$ cat config.mk
export PLATFORM = sky130hd
export DESIGN_NAME = weight_fetch_arbiter
export DESIGN_NICKNAME = d
export VERILOG_FILES = /design/src/rtl/wfa_pkg.sv /design/src/rtl/wfa_rr_arbiter.sv /design/src/rtl/weight_fetch_arbiter.sv
export SDC_FILE = /design/constraint.sdc
export NUM_CORES = 1
export LEC_CHECK = 0
export ABC_AREA = 1
export BUFFER_PORTS_ARGS = -buffer_cell sky130_fd_sc_hd__buf_2
export CORE_UTILIZATION = 50
export CTS_CLUSTER_SIZE = 28
export DETAILED_ROUTE_END_ITERATION = 8
export GPL_TIMING_DRIVEN = 0
export PLACE_DENSITY = 0.86
export SYNTH_ARGS = -nofsm -noshare
export SYNTH_HDL_FRONTEND = slang
export SYNTH_SLANG_ARGS = --single-unit
$ cat constraint.sdc
create_clock -name clock -period 2.4 [get_ports clock]
set_input_delay 0 -clock clock [delete_from_list [all_inputs] [get_ports clock]]
set_output_delay 0 -clock clock [all_outputs]
set_load 0.1 [all_outputs]
$ cat src/rtl/wfa_pkg.sv
// Shared types and default configuration for the weight-fetch arbiter.
package wfa_pkg;

   typedef enum logic [1:0] {
      IDLE  = 2'd0,
      ISSUE = 2'd1,
      DRAIN = 2'd2
   } wfa_state_e;

   localparam int unsigned WFA_NUM_REQ    = 4;
   localparam int unsigned WFA_ADDR_WIDTH = 16;
   localparam int unsigned WFA_LEN_WIDTH  = 8;

endpackage

$ cat src/rtl/wfa_rr_arbiter.sv
// Round-robin grant: first requester after ptr_i (wrapping) wins, one-hot out.
module wfa_rr_arbiter
   import wfa_pkg::*;
#(
   parameter int unsigned NUM_REQ = WFA_NUM_REQ
) (
   input  logic [NUM_REQ-1:0]         req_i,
   input  logic [$clog2(NUM_REQ)-1:0] ptr_i,
   output logic [NUM_REQ-1:0]         grant_o
);

   localparam int unsigned IDW = $clog2(NUM_REQ);

   logic [IDW-1:0] idx;
   logic           found;

   always_comb begin
      grant_o = '0;
      found   = 1'b0;
      idx     = '0;
      for (int unsigned i = 1; i <= NUM_REQ; i++) begin
         idx = IDW'((32'(ptr_i) + i) % NUM_REQ);
         if (!found && req_i[idx]) begin
            grant_o[idx] = 1'b1;
            found        = 1'b1;
         end
      end
   end

endmodule

$ cat src/rtl/weight_fetch_arbiter.sv
// Round-robin burst fetcher from a shared weight memory (1-cycle read latency).
// Optional macro WFA_BOUND_CHECK_EN rejects bursts crossing the top of memory and adds port err.
module weight_fetch_arbiter
   import wfa_pkg::*;
#(
   parameter int unsigned NUM_REQ    = WFA_NUM_REQ,
   parameter int unsigned ADDR_WIDTH = WFA_ADDR_WIDTH,
   parameter int unsigned LEN_WIDTH  = WFA_LEN_WIDTH
) (
   input  logic                          clock,
   input  logic                          reset_n,
   input  logic [NUM_REQ-1:0]            req_valid,
   output logic [NUM_REQ-1:0]            req_ready,
   input  logic [NUM_REQ*ADDR_WIDTH-1:0] req_base_addr,
   input  logic [NUM_REQ*LEN_WIDTH-1:0]  req_len,
   output logic [ADDR_WIDTH-1:0]         mem_read_addr,
   output logic                          mem_read_en,
   input  logic [7:0]                    mem_read_data,
   input  logic                          mem_read_valid,
   output logic [7:0]                    rsp_data,
   output logic                          rsp_valid,
   output logic [$clog2(NUM_REQ)-1:0]    rsp_id,
   output logic                          rsp_last,
`ifdef WFA_BOUND_CHECK_EN
   output logic                          err,
`endif
   output logic                          busy
);

   localparam int unsigned IDW = $clog2(NUM_REQ);

   wfa_state_e            state_q, state_d;
   logic [IDW-1:0]        ptr_q, ptr_d;
   logic [IDW-1:0]        id_q, id_d;
   logic [ADDR_WIDTH-1:0] base_q, base_d;
   logic [LEN_WIDTH-1:0]  len_q, len_d;
   logic [LEN_WIDTH-1:0]  cnt_q, cnt_d;
   logic                  inflight_q;
   logic                  last_q;
   logic [IDW-1:0]        rsp_id_q;

   logic [NUM_REQ-1:0]    grant;
   logic [IDW-1:0]        win_idx;
   logic [ADDR_WIDTH-1:0] sel_base;
   logic [LEN_WIDTH-1:0]  sel_len;

`ifdef WFA_BOUND_CHECK_EN
   logic                  err_q, err_d;
   logic [ADDR_WIDTH:0]   end_addr;
   logic                  oob;
`endif

   wfa_rr_arbiter #(
      .NUM_REQ (NUM_REQ)
   ) u_rr (
      .req_i   (req_valid),
      .ptr_i   (ptr_q),
      .grant_o (grant)
   );

   // One-hot grant steers the winner's packed fields without a variable part-select.
   always_comb begin
      win_idx  = '0;
      sel_base = '0;
      sel_len  = '0;
      for (int unsigned i = 0; i < NUM_REQ; i++) begin
         if (grant[i]) begin
            win_idx  = IDW'(i);
            sel_base = sel_base | req_base_addr[i*ADDR_WIDTH +: ADDR_WIDTH];
            sel_len  = sel_len  | req_len[i*LEN_WIDTH +: LEN_WIDTH];
         end
      end
   end

`ifdef WFA_BOUND_CHECK_EN
   always_comb begin
      end_addr = {1'b0, sel_base} + (ADDR_WIDTH+1)'(sel_len);
      oob      = end_addr[ADDR_WIDTH];
   end
`endif

   always_comb begin
      state_d       = state_q;
      ptr_d         = ptr_q;
      id_d          = id_q;
      base_d        = base_q;
      len_d         = len_q;
      cnt_d         = cnt_q;
      req_ready     = '0;
      mem_read_en   = 1'b0;
      mem_read_addr = '0;
`ifdef WFA_BOUND_CHECK_EN
      err_d         = 1'b0;
`endif
      case (state_q)
         IDLE: begin
            if (|req_valid) begin
               req_ready = grant;
               ptr_d     = win_idx;
               id_d      = win_idx;
               base_d    = sel_base;
               len_d     = sel_len;
               cnt_d     = '0;
`ifdef WFA_BOUND_CHECK_EN
               if (oob) begin
                  err_d = 1'b1;
               end else begin
                  state_d = ISSUE;
               end
`else
               state_d = ISSUE;
`endif
            end
         end
         ISSUE: begin
            mem_read_en   = 1'b1;
            mem_read_addr = base_q + ADDR_WIDTH'(cnt_q);
            cnt_d         = cnt_q + LEN_WIDTH'(1);
            if (cnt_q == len_q) begin
               state_d = DRAIN;
            end
         end
         DRAIN: begin
            state_d = IDLE;
         end
         default: begin
            state_d = IDLE;
         end
      endcase
   end

   always_ff @(posedge clock or negedge reset_n) begin
      if (!reset_n) begin
         state_q    <= IDLE;
         ptr_q      <= IDW'(NUM_REQ - 1);
         id_q       <= '0;
         base_q     <= '0;
         len_q      <= '0;
         cnt_q      <= '0;
         inflight_q <= 1'b0;
         last_q     <= 1'b0;
         rsp_id_q   <= '0;
      end else begin
         state_q    <= state_d;
         ptr_q      <= ptr_d;
         id_q       <= id_d;
         base_q     <= base_d;
         len_q      <= len_d;
         cnt_q      <= cnt_d;
         // Tracks the read issued last cycle; gates stray memory returns.
         inflight_q <= mem_read_en;
         last_q     <= mem_read_en && (cnt_q == len_q);
         rsp_id_q   <= id_q;
      end
   end

`ifdef WFA_BOUND_CHECK_EN
   always_ff @(posedge clock or negedge reset_n) begin
      if (!reset_n) begin
         err_q <= 1'b0;
      end else begin
         err_q <= err_d;
      end
   end

   assign err = err_q;
`endif

   assign rsp_data  = mem_read_data;
   assign rsp_valid = mem_read_valid & inflight_q;
   assign rsp_last  = rsp_valid & last_q;
   assign rsp_id    = rsp_id_q;
   assign busy      = (state_q != IDLE);

endmodule

## Yosys cells after proc, flatten, opt, wreduce, memory -nomap -nowiden

Index checks and enable logic that the tools add are counted.

| operators by class | value |
|---|---|
| equality and inequality tests | 4 |
| order comparisons | 8 |
| reduce and logical (&&, ||, !) cells | 18 |
| $add $sub $neg | 6 |
| bitwise logic cells | 11 |
| mux-type cells | 43 |

Operators with widths:

| kind | count |
|---|---|
| 16-bit two-way mux | 5 |
| 16-bit OR | 3 |
| 8-bit two-way mux | 5 |
| 4-bit two-way mux | 6 |
| 8-bit OR | 3 |
| 16-bit by 8-bit adder with 16-bit output | 1 |
| 8-bit one-hot mux with 2 select lines | 1 |
| 1-bit two-way mux | 13 |
| 2-bit by 3-bit less-than comparator with 1-bit output, second input constant | 4 |
| 4-bit OR | 3 |
| 8-bit by 1-bit adder with 8-bit output, second input constant | 1 |
| 1-bit binary-select mux with 2-bit select | 4 |
| 1-bit demux with 2-bit select | 4 |
| 8-bit == test | 1 |
| 2-bit by 1-bit >= comparator with 1-bit output, second input constant | 4 |
| 1-bit logical AND | 8 |
| 2-bit two-way mux | 4 |
| 2-bit AND reduction | 3 |
| 2-bit by 1-bit adder with 2-bit output, second input constant | 2 |
| 2-bit adder, second input constant | 2 |
| 2-bit inequality test, second input constant | 2 |
| 2-bit one-hot mux with 2 select lines | 1 |
| 2-bit nonzero test | 2 |
| 4-bit OR reduction | 1 |
| 4 further kinds | 7 |

| storage, ports and cells | value |
|---|---|
| input bits | 111 |
| register bits | 42 |
| output and inout port bits | 34 |
| word-level logic and storage cells | 99 |

## Longest topological paths before layout

| logic depth | value |
|---|---|
| depth after elaboration | 20 |
| mapped depth | 14 |
| mapped depth without buffers | 13 |

## Modules after synthesis

From an unflattened synthesis, not the netlist that was laid out.

| second synthesis, totals | value |
|---|---|
| cell total of the unflattened synthesis | 539 |
| area, all modules | 3,570.9 um^2 |

By module, submodules not included:

| module | instances | area an instance (um^2) | cells an instance |
|---|---|---|---|
| weight_fetch_arbiter | 1 | 3,149.3 | 464 |
| wfa_rr_arbiter | 1 | 421.7 | 75 |

## Least setup slack after synthesis

OpenSTA, ideal clock, no wires.

| timing path | value |
|---|---|
| kind | register to output |
| start | reg cnt_q[0] |
| end | out mem_read_addr[10] |
| setup slack | -1.200 ns |
| stages on the path, launching flop included | 10 |
| arrival time | 3.600 ns |
| buffers on the path | 0 |
| path through | dfrtp_1 -> ha_1 -> fa_1 -> nand3_1 -> nand2_1 -> nand4_1 -> o211ai_1 -> nand2_1 -> nor2_1 -> nor3_1 |

| between the ends | value |
|---|---|
| longest elaborated chain between the ends | 2 |

Ends and longest elaborated chain:

| item | line | source |
|---|---|---|
| start, declared | weight_fetch_arbiter.sv:37 | `logic [LEN_WIDTH-1:0] cnt_q, cnt_d;` |
| start signal, assigned | weight_fetch_arbiter.sv:149 | `cnt_q <= cnt_d;` |
| 16-bit by 8-bit adder with 16-bit output | weight_fetch_arbiter.sv:117 | `mem_read_addr = base_q + ADDR_WIDTH'(cnt_q);` |
| 16-bit two-way mux | weight_fetch_arbiter.sv:95 | `case (state_q)` |
| end, declared | weight_fetch_arbiter.sv:16 | `output logic [ADDR_WIDTH-1:0] mem_read_addr,` |

Every way passes these cells.

## Worst setup path in the final report

| timing path | value |
|---|---|
| start | reg base_q[0] |
| end | out mem_read_addr[12] |

| between the ends | value |
|---|---|
| longest elaborated chain between the ends | 2 |

Ends and longest elaborated chain:

| item | line | source |
|---|---|---|
| start, declared | weight_fetch_arbiter.sv:35 | `logic [ADDR_WIDTH-1:0] base_q, base_d;` |
| start signal, assigned | weight_fetch_arbiter.sv:147 | `base_q <= base_d;` |
| 16-bit by 8-bit adder with 16-bit output | weight_fetch_arbiter.sv:117 |  |
| 16-bit two-way mux | weight_fetch_arbiter.sv:95 |  |

Every way passes these cells.

==> run metrics <==
result of the run finished, violations left; failing checks negative setup slack; vias in the first global route between 3000 and 4000; Final Instance Area approximately 5100 sq um; kind of critical path register to output pin; TritonCTS Buffers 5; Power Density 294.1 nW/um^2; worst slack at placement -0.3046 ns; number of flops mapped to enable cells by yosys 0; Ant. Diodes 0; die width 87.92 um; CTS tree built; syn nets approximately 660; placed inst area 4631 sq um; final worst setup slack -0.05380 ns; Worst-Margin Slew 0.8830 ns; period utilisation layout 102.2%; Via density 5.283; Pre-Repair DR Iteration Count 5; commonest non-fill, non-tap cells in the layout nand2_1 (152), buf_2 (124), nor2_1 (80); syn avg cell area 6.899 sq um; CP startpoint kind register; global route total overflow 0; initial antenna violation count 0; row cnt 30; DP Wirelength 8.412 mm; Final Hold Viols 0; top cells by area, synth dfrtp_1 (27%), nand2_1 (16%), nor2_1 (8.8%), ha_1 (5.4%), nand3_2 (5.4%); # DRC 0; total wire length between 10 and 15 mm; Lkg Pwr approximately 2.6 nW; I/O Buffers ~140; nets roughly 800; CP Max Fanout 4; total of max-cap violations 0; clk sinks 42; maximum clock frequency between 400 and 500 MHz; share of the yosys chip area belonging to registers between 20% and 30%; Reg2Reg Depth 15; count of warnings emitted by yosys 0; Core Box Area about 6900 sq um; minimum clock period approximately 2.5 ns; post-synthesis cell count 535; final setup fails 3; Final Max Slew Viols 0; WL per Instance 14.24 um; Die Area 7730 sq um; largest net degree at the start of global routing 43; first-pass GRT wire length 16.91 mm; Chip Height roughly 88 um; worst skew pair latency 0.29 ns; Multi-input gate area ~2500 sq um; largest area contributor in the netlist dfrtp_1; routability cong. 0.8863; clock-pin transition on the worst setup and hold timing paths 0.08 ns; top-level I/O count roughly 150; Rel. slew slack 41.13%; Post-synth top flop dfrtp_1; most common cell after layout, fill and taps aside nand2_1; Iteration-0 DRC Markers roughly 200; GRT Overall Usage 28.32%; Fillers 571; Clock Path Buffers 2; Register Area 1057 sq um; CP Data Required Time 2.40 ns; crit end category output pin; CP arrival around 2.5 ns; top cell type's share of synthesized area 27.12%; CTS Root Cell clkbuf_8; Vias 4168; HP Class primary input to register; number of synthesized register bits between 40 and 50; Clock Skew roughly 0.0047 ns; Synth cell types 40; Initial Utilization 53.15%; worst hold path cell count 5; RSZ-0062 raised after global routing yes; Max rail drop VDD 0.2109 mV; cell area after synthesis between 3000 and 4000 sq um; area grow syn2layout 37.25%; fraction of registers with async set/reset 100.0%; layout cells sized above 1 41.41%; Final ANT Viol Nets 0; WHS 0.01173 ns; CTS H-tree lvls 2
==> kinds of logic after synthesis <==
logic type | synth area share [%]
AND/OR/NAND/NOR | 46.61
buffers and inverters | 9.627
AO/OA/AOI/OAI | 7.356
flip-flops | 28.54
adder cells (fa/ha/maj) | 5.966
XOR/XNOR | 1.898
==> synth_stat cells, types with 2 or more instances <==
cell        n
nand2_1   155
nor2_1     87
dfrtp_1    40
inv_1      38
nand3_1    38
nand2_2    25
a21oi_1    22
nand3_2    20
o21ai_0    19
ha_1       16
buf_4       8
nor2_2      8
clkbuf_1    7
buf_6       6
nand3_4     6
xnor2_1     6
a31oi_1     3
nand2_4     3
nand4_1     3
buf_2       2
dfstp_2     2
o211ai_1    2
xor2_1      2
==> report_power, final <==
group          total, mW  switching (mW)  internal (mW)
Combinational      0.320           0.194          0.126
Sequential         0.707               0          0.707
Clock              0.462           0.230          0.232
Total               1.49           0.424           1.07
==> per-layer routing <==
metal	global-route usage [%]	part of all wire (%)
met1	34.61	40
met2	50.25	50
met3	4.524	7.5
met4	10.13	2.4
met5	0	0
==> timing repair <==
item | CTS | global route
pin swaps | 2 | 10
hold buffers | 1 | 0
resized for setup | 40 | 29
hold endpoints to repair | 40 | 0
setup buffers | 3 | 10
endpoints found under the setup margin | 15 | 15
==> cell type report <==
type	instances	area share, %
well taps	96	2.371
repair buffers	150	17.78
plain buffers	25	3.952
inverters	41	3.309
multi-input cells	427	49.91
flip-flops and latches	42	20.87
clock inverters	1	0.09879
clock buffers	7	1.704
==> per-stage QoR <==
stage          total power [mW]  cells  util [%]  TNS (ns)
2_1_floorplan            0.9039    535         -    -1.106
3_3_place_gp              1.032    767     66.68   -0.7755
3_5_place_dp              1.037    767     66.68    -1.114
4_1_cts                   1.490    779     70.43         0
5_1_grt                   1.547    789     72.96   -0.4557
6_report                  1.490    789     72.96   -0.1306
==> flip-flops by register name, summed over array words and instances (netlist names) <==
name	flops
len_q	8
ptr_q	2
rsp_id	2
cnt_q	8
last_q	1
id_q	2
state_q	2
base_q	16
inflight_q	1
==> worst paths after layout <==
kind,end,slack (ns),startpoint
worst max register to register,len_q[4],0.09,ptr_q[1]
min in group asynchronous,inflight_q,0.36,reset_n
worst max-delay path,mem_read_addr[12],-0.05,base_q[0]
max in group asynchronous,cnt_q[0],1.44,reset_n
worst min-delay path,base_q[11],0.01,req_base_addr[11]
worst min register to register,rsp_id[1],0.39,id_q[1]
==> critical path, cell delays in order, from the launching register on <==
cell,delay [ns]
dfrtp_1,0.41
ha_2,0.21
fa_2,0.37
nand3_2,0.09
nand2_2,0.08
nand4_1,0.10
o211ai_1,0.18
nand2_1,0.18
nor2_4,0.06
inv_2,0.09
o21ai_2,0.07
nor2_4,0.13
buf_12,0.18
Note: power is estimated with default switching activity, not from simulation.
